==> src/rtl/systolic_pkg.sv <==
// Shared definitions for the systolic array feeder and driver.
// Holds the one-hot FSM encoding and small sizing helpers.
package systolic_pkg;

    typedef enum logic [5:0] {
        LOAD_S  = 6'b000001,
        SEND_S  = 6'b000010,
        WAIT_S  = 6'b000100,
        DRAIN_S = 6'b001000,
        FLUSH_S = 6'b010000,
        DONE_S  = 6'b100000
    } state_e;

    // Counter/pointer width for a range of n values, never narrower than one bit.
    function automatic int unsigned ptr_width(input int unsigned n);
        return (n > 1) ? $clog2(n) : 1;
    endfunction

endpackage

==> src/rtl/matrix_feeder_counter.sv <==
// Up-counter with synchronous clear and increment enable.
// Clear wins over increment; wrap handling is left to the caller.
module matrix_feeder_counter #(
    parameter int width_p = 1
) (
    input  logic               clk_i,
    input  logic               reset_i,
    input  logic               clear_i,
    input  logic               inc_i,
    output logic [width_p-1:0] count_o
);

    logic [width_p-1:0] count_d;
    logic [width_p-1:0] count_q;

    always_comb begin
        count_d = count_q;
        if (clear_i) begin
            count_d = '0;
        end else if (inc_i) begin
            count_d = count_q + 1'b1;
        end
    end

    always_ff @(posedge clk_i) begin
        if (reset_i) begin
            count_q <= '0;
        end else begin
            count_q <= count_d;
        end
    end

    assign count_o = count_q;

endmodule

==> src/rtl/matrix_feeder.sv <==
// Buffers one job of depth_p steps of (W+H) words from the host, then streams
// each word hold_p times per step to the array driver, handshaking on busy_i.
module matrix_feeder
    import systolic_pkg::*;
#(
    parameter int width_p        = 32,
    parameter int array_width_p  = 2,
    parameter int array_height_p = 2,
    parameter int depth_p        = 2,
    parameter int hold_p         = 2
) (
    input  logic               clk_i,
    input  logic               reset_i,
    input  logic               en_i,
    input  logic               valid_i,
    output logic               ready_o,
    input  logic [width_p-1:0] data_i,
    output logic               valid_o,
    input  logic               ready_i,
    output logic [width_p-1:0] data_o,
    input  logic               busy_i,
    output logic               flush_o,
    output logic               done_o
);

    localparam int step_words_lp = array_width_p + array_height_p;
    localparam int words_lp      = depth_p * step_words_lp;
    localparam int ptr_w_lp      = ptr_width(words_lp);
    localparam int hold_w_lp     = ptr_width(hold_p);
    localparam int step_w_lp     = ptr_width(depth_p);

    localparam logic [ptr_w_lp-1:0]  last_ptr_lp  = ptr_w_lp'(words_lp - 1);
    localparam logic [hold_w_lp-1:0] hold_last_lp = hold_w_lp'(hold_p - 1);
    localparam logic [step_w_lp-1:0] step_last_lp = step_w_lp'(depth_p - 1);

    state_e               state_q, state_d;
    logic [ptr_w_lp-1:0]  wr_ptr_q, wr_ptr_d;
    logic [ptr_w_lp-1:0]  rd_ptr_q, rd_ptr_d;
    logic [step_w_lp-1:0] step_cnt_q, step_cnt_d;
    logic [width_p-1:0]   mem_q [words_lp];
    logic [width_p-1:0]   mem_d [words_lp];
    logic [hold_w_lp-1:0] hold_cnt;
    logic                 hold_inc;
    logic                 hold_clr;
    logic                 last_of_step;

    // The last word of the current step sits at (step_cnt+1)*(W+H)-1.
    assign last_of_step = (int'(rd_ptr_q) == (int'(step_cnt_q) + 1) * step_words_lp - 1);

    matrix_feeder_counter #(
        .width_p (hold_w_lp)
    ) u_hold_cnt (
        .clk_i   (clk_i),
        .reset_i (reset_i),
        .clear_i (hold_clr),
        .inc_i   (hold_inc),
        .count_o (hold_cnt)
    );

    always_comb begin
        state_d    = state_q;
        wr_ptr_d   = wr_ptr_q;
        rd_ptr_d   = rd_ptr_q;
        step_cnt_d = step_cnt_q;
        mem_d      = mem_q;
        hold_inc   = 1'b0;
        hold_clr   = 1'b0;
        ready_o    = 1'b0;
        valid_o    = 1'b0;
        flush_o    = 1'b0;
        done_o     = 1'b0;
        data_o     = mem_q[rd_ptr_q];

        unique case (state_q)
            LOAD_S: begin
                ready_o = 1'b1;
                if (valid_i && en_i) begin
                    mem_d[wr_ptr_q] = data_i;
                    if (wr_ptr_q == last_ptr_lp) begin
                        state_d = SEND_S;
                    end else begin
                        wr_ptr_d = wr_ptr_q + 1'b1;
                    end
                end
            end
            SEND_S: begin
                valid_o = 1'b1;
                if (ready_i && en_i) begin
                    if (hold_cnt == hold_last_lp) begin
                        hold_clr = 1'b1;
                        // Park on the final word rather than wrapping the pointer.
                        if (rd_ptr_q != last_ptr_lp) begin
                            rd_ptr_d = rd_ptr_q + 1'b1;
                        end
                        if (last_of_step) begin
                            state_d = WAIT_S;
                        end
                    end else begin
                        hold_inc = 1'b1;
                    end
                end
            end
            WAIT_S: begin
                if (en_i && busy_i) begin
                    state_d = DRAIN_S;
                end
            end
            DRAIN_S: begin
                if (en_i && !busy_i) begin
                    if (step_cnt_q == step_last_lp) begin
                        state_d = FLUSH_S;
                    end else begin
                        step_cnt_d = step_cnt_q + 1'b1;
                        state_d    = SEND_S;
                    end
                end
            end
            FLUSH_S: begin
                flush_o = en_i;
                if (en_i) begin
                    state_d = DONE_S;
                end
            end
            DONE_S: begin
                done_o = en_i;
                if (en_i) begin
                    wr_ptr_d   = '0;
                    rd_ptr_d   = '0;
                    step_cnt_d = '0;
                    state_d    = LOAD_S;
                end
            end
            default: begin
                state_d = LOAD_S;
            end
        endcase
    end

    always_ff @(posedge clk_i) begin
        if (reset_i) begin
            state_q    <= LOAD_S;
            wr_ptr_q   <= '0;
            rd_ptr_q   <= '0;
            step_cnt_q <= '0;
        end else begin
            state_q    <= state_d;
            wr_ptr_q   <= wr_ptr_d;
            rd_ptr_q   <= rd_ptr_d;
            step_cnt_q <= step_cnt_d;
        end
    end

    // Buffer contents are don't-care after reset, so no reset term here.
    always_ff @(posedge clk_i) begin
        mem_q <= mem_d;
    end

endmodule

==> config.mk <==
export PLATFORM = sky130hd
export DESIGN_NAME = matrix_feeder
export DESIGN_NICKNAME = d
export VERILOG_FILES = /design/src/rtl/systolic_pkg.sv /design/src/rtl/matrix_feeder_counter.sv /design/src/rtl/matrix_feeder.sv
export SDC_FILE = /design/constraint.sdc
export NUM_CORES = 1
export LEC_CHECK = 0
export ABC_AREA = 0
export CAP_MARGIN = 20
export CELL_PAD_IN_SITES_DETAIL_PLACEMENT = 1
export CELL_PAD_IN_SITES_GLOBAL_PLACEMENT = 2
export CORE_UTILIZATION = 40
export CTS_BUF_LIST = sky130_fd_sc_hd__clkbuf_4 sky130_fd_sc_hd__clkbuf_8
export CTS_CLUSTER_SIZE = 28
export DETAILED_ROUTE_END_ITERATION = 10
export GPL_TIMING_DRIVEN = 0
export PLACE_DENSITY_LB_ADDON = 0.2
export SLEW_MARGIN = 30
export SYNTH_ARGS = -nofsm -noshare
export SYNTH_HDL_FRONTEND = slang
export SYNTH_SLANG_ARGS = --single-unit
==> constraint.sdc <==
create_clock -name clk_i -period 4.27 [get_ports clk_i]
set_input_delay 0.854 -clock clk_i [delete_from_list [all_inputs] [get_ports clk_i]]
set_output_delay 0.854 -clock clk_i [all_outputs]
set_load 0.02 [all_outputs]
==> metrics.yaml <==
synth:
  postSynth.asyncResetShare_pct: 0
  synth-seq-area-share_pct: 75.7
  synth_compound_area_share_pct: 1.20
  synth_cells: 491
  synthFlopType: "edfxtp_1"
  yosysMostFrequentCell: "edfxtp_1"
  synth_top_area_share_pct: 73.0
  synth_edf_count: 256
  syn_avg_cell_area_um2: 21.4
  ys_ff_latch: 270
  synthAdderAreaFrac_pct: 0.476
  synthesis.nets: 533
  yosysUniqueCellTypes: 45
  synthXorXnorAreaFrac_pct: 0.333
  synth.area.mux_share_pct: 17.8
  ys_top_cells_by_area: "edfxtp_1, mux4_2, mux2_2, dfxtp_1, nor2_1"
  synth_top_area_cell: "edfxtp_1"
  syn-cell-area_um2: 10500
  ys_warn_count: 0
  synth_commonest_cells: "edfxtp_1, mux4_2, mux2_2"
  synth-simple-area-share_pct: 3.35
  synth_top_family_by_area: "multiplexers"
floorplan:
  io_pins: 74
  rows: 59
  die-area_um2: 27000
  die_x_um: 164
  start_util_pct: 40.6
  die_y_um: 164
  core-area_um2: 25900
setup_path:
  end_kind: "output port"
  path_class: "in -> out"
  cp.arrival_ps: 3210
  critical-path-top-delay-family: "buffers and inverters"
  r2r-end: "mem_q[139]"
  max_stage_delay_ps: 730
  r2r_setup_slack_ps: 940
  crit_path_max_fanout: 10
  rr_startpoint: "state_q[5]"
  crit_required_ps: 3420
  critical_path.cell_chain: "clkdlybuf4s50_1, clkbuf_1, inv_1, nor4b_1, clkdlybuf4s50_1"
  slowest_stage: "clkdlybuf4s50_1"
  ff2ff_path_depth: 7
  worst-path-buf-inv: 4
  path_common_cell: "clkdlybuf4s50_1"
  critPathLaunchType: "primary input"
drt:
  routedWlPerCell_um: 22.9
  drtPass1Iterations: 4
  drt-initial-drc-count: 260
  drt-total-wl_um: 22800
  vias_per_cell: 5.28
  vias: 5261
  ant_nets: 0
  drc: 0
clocking:
  clk-insertion-delay-late_ps: 550
  cts_tree: "done"
  post_cts_buffers: 0
  cts_max_level: 2
  clkTransAtPathRegs_ps: 60
  cts_buffers: 45
  clk_root_buffer_cell: "clkbuf_8"
  cts.sinks: 270
  cts_buffer_depth: 3
sta:
  slew_viol_final: 0
  whs_ps: 556
  hold_viol: 0
  clock.fmax_ghz: 0.246
  finClkSkew_ps: 15.3
  slew_headroom_pct: 44.4
  setup_viol: 0
  tightest_slew_ps: 833
  layout_setup_ws_ps: 210
  fin_setup_tns_ps: 0
  min_period_over_period_pct: 95.1
  min_period_ps: 4060
  rsz0062_at_grt: "false"
placed_design:
  post-place-ws_ps: 179
  routabilityCongestion: 0.750
  hpwlAfterDp_um: 14600
  io_buffers: 73
layout:
  regArea_um2: 7970
  syn2layout_area_growth_pct: 23.1
  fin_nets: 671
  antenna_cells: 0
  fillers: 2351
  multi_input_area_um2: 2510
  drive_gt1_share_pct: 32.4
grt:
  antenna_found_initial: 0
  grt_pass1_wl_um: 34400
  gr-total-overflow: 0
  first_global_vias: 5738
  grt_usage_pct: 17.7
  grt_max_degree: 18
worst_hold_path:
  hold_end: "state_q[4]"
  min_path_cells: 2
  hp-start: "step_cnt_q"
  hold_path.class: "reg -> reg"
power:
  peakVddDrop_mv: 0.244
  p_per_area_nw_per_um2: 451
  leakagePower_nw: 4.06
  power_mw: 5.84
outcome:
  status: "complete, no violations"
flow_run:
  maxCapViolCount: 0
flip-flops by register name, summed over array words and instances (netlist names):
name and cells:
wr_ptr_q 3, u_hold_cnt.count_o 1, mem_q 256, step_cnt_q 1, state_q 6, rd_ptr_q 3
timing repair:
action | in CTS | in global routing
gates cloned | 0 | 0
endpoints found under the setup margin | 31 | 19
resized for setup | 3 | 7
hold buffers | 0 | 0
how the worst max path moves through the flow:
stage	cells after the start	endpoint	start	slack, ps
finish	5	done_o	en_i	210
global route	5	done_o	en_i	60
CTS	5	data_o[20]	rd_ptr_q[1]	40
detailed placement	5	done_o	en_i	180
global placement	4	mem_q[39]	en_i	-1220
floorplan	5	mem_q[32]	state_q[5]	710
cells in the final DEF, fill, tap and decap left out, types with 3 or more instances in the layout:
cell type	instances
clkinv_1	6
clkbuf_1	10
nor3_1	6
nor2_1	14
mux2_2	32
clkbuf_2	6
ha_1	4
buf_6	3
nand2_1	11
mux4_2	64
clkbuf_4	23
xnor2_1	3
buf_8	10
inv_1	3
nand2b_1	4
buf_2	6
mux2i_1	6
edfxtp_1	256
nor2_4	6
o21ai_0	4
clkdlybuf4s50_1	73
clkbuf_8	47
dfxtp_1	14
a21oi_1	3
buf_16	6
logic make-up (layout without fill, tap and decap cells):
logic type,Yosys count,count (layout)
XOR/XNOR,4,4
AO/OA/AOI/OAI,17,17
buffers and inverters,27,197
adder cells (fa/ha/maj),4,4
multiplexers,103,103
flip-flops,270,270
AND/OR/NAND/NOR,66,66
final cells by class:
class                      count  area share [%]
multi-input combinational    194            19.4
tap                          335            3.24
timing repair buffer          91            8.25
inverter                       3          0.0869
sequential                   270            61.5
clock buffer                  70            6.33
buffer                        24           0.927
clock inverter                 9           0.309
routing by layer:
layer | global-route usage, % | vias up | wire (µm)
met5 | 0 | - | 0
li1 | - | 2331 | -
met1 | 23.4 | 2769 | 9880
met2 | 29.2 | 116 | 11500
met3 | 3.56 | 45 | 1010
met4 | 5.72 | 0 | 455
tightest hold or removal path, delay by kind of cell, from the launching register on:
kind             cells  cell delay (ps)
AO/OA/AOI/OAI        1               70
flip-flops           1              350
AND/OR/NAND/NOR      1               90
through the flow:
stage / cell area (µm²) / cells / utilization (%)
4_1_cts: 12900 / 996 / 50.0
3_3_place_gp: 11700 / 899 / 45.1
3_5_place_dp: 12100 / 917 / 46.6
6_report: 13000 / 996 / 50.0
5_1_grt: 13000 / 996 / 50.0
2_1_floorplan: 10500 / 491 / -
power by group:
group	total (mW)	switching (mW)	internal, mW
registers	3.05	0.0352	3.02
logic	0.602	0.314	0.287
clock network	2.19	0.977	1.21
total	5.84	1.33	4.51
Power figures use the tool's default switching activity.
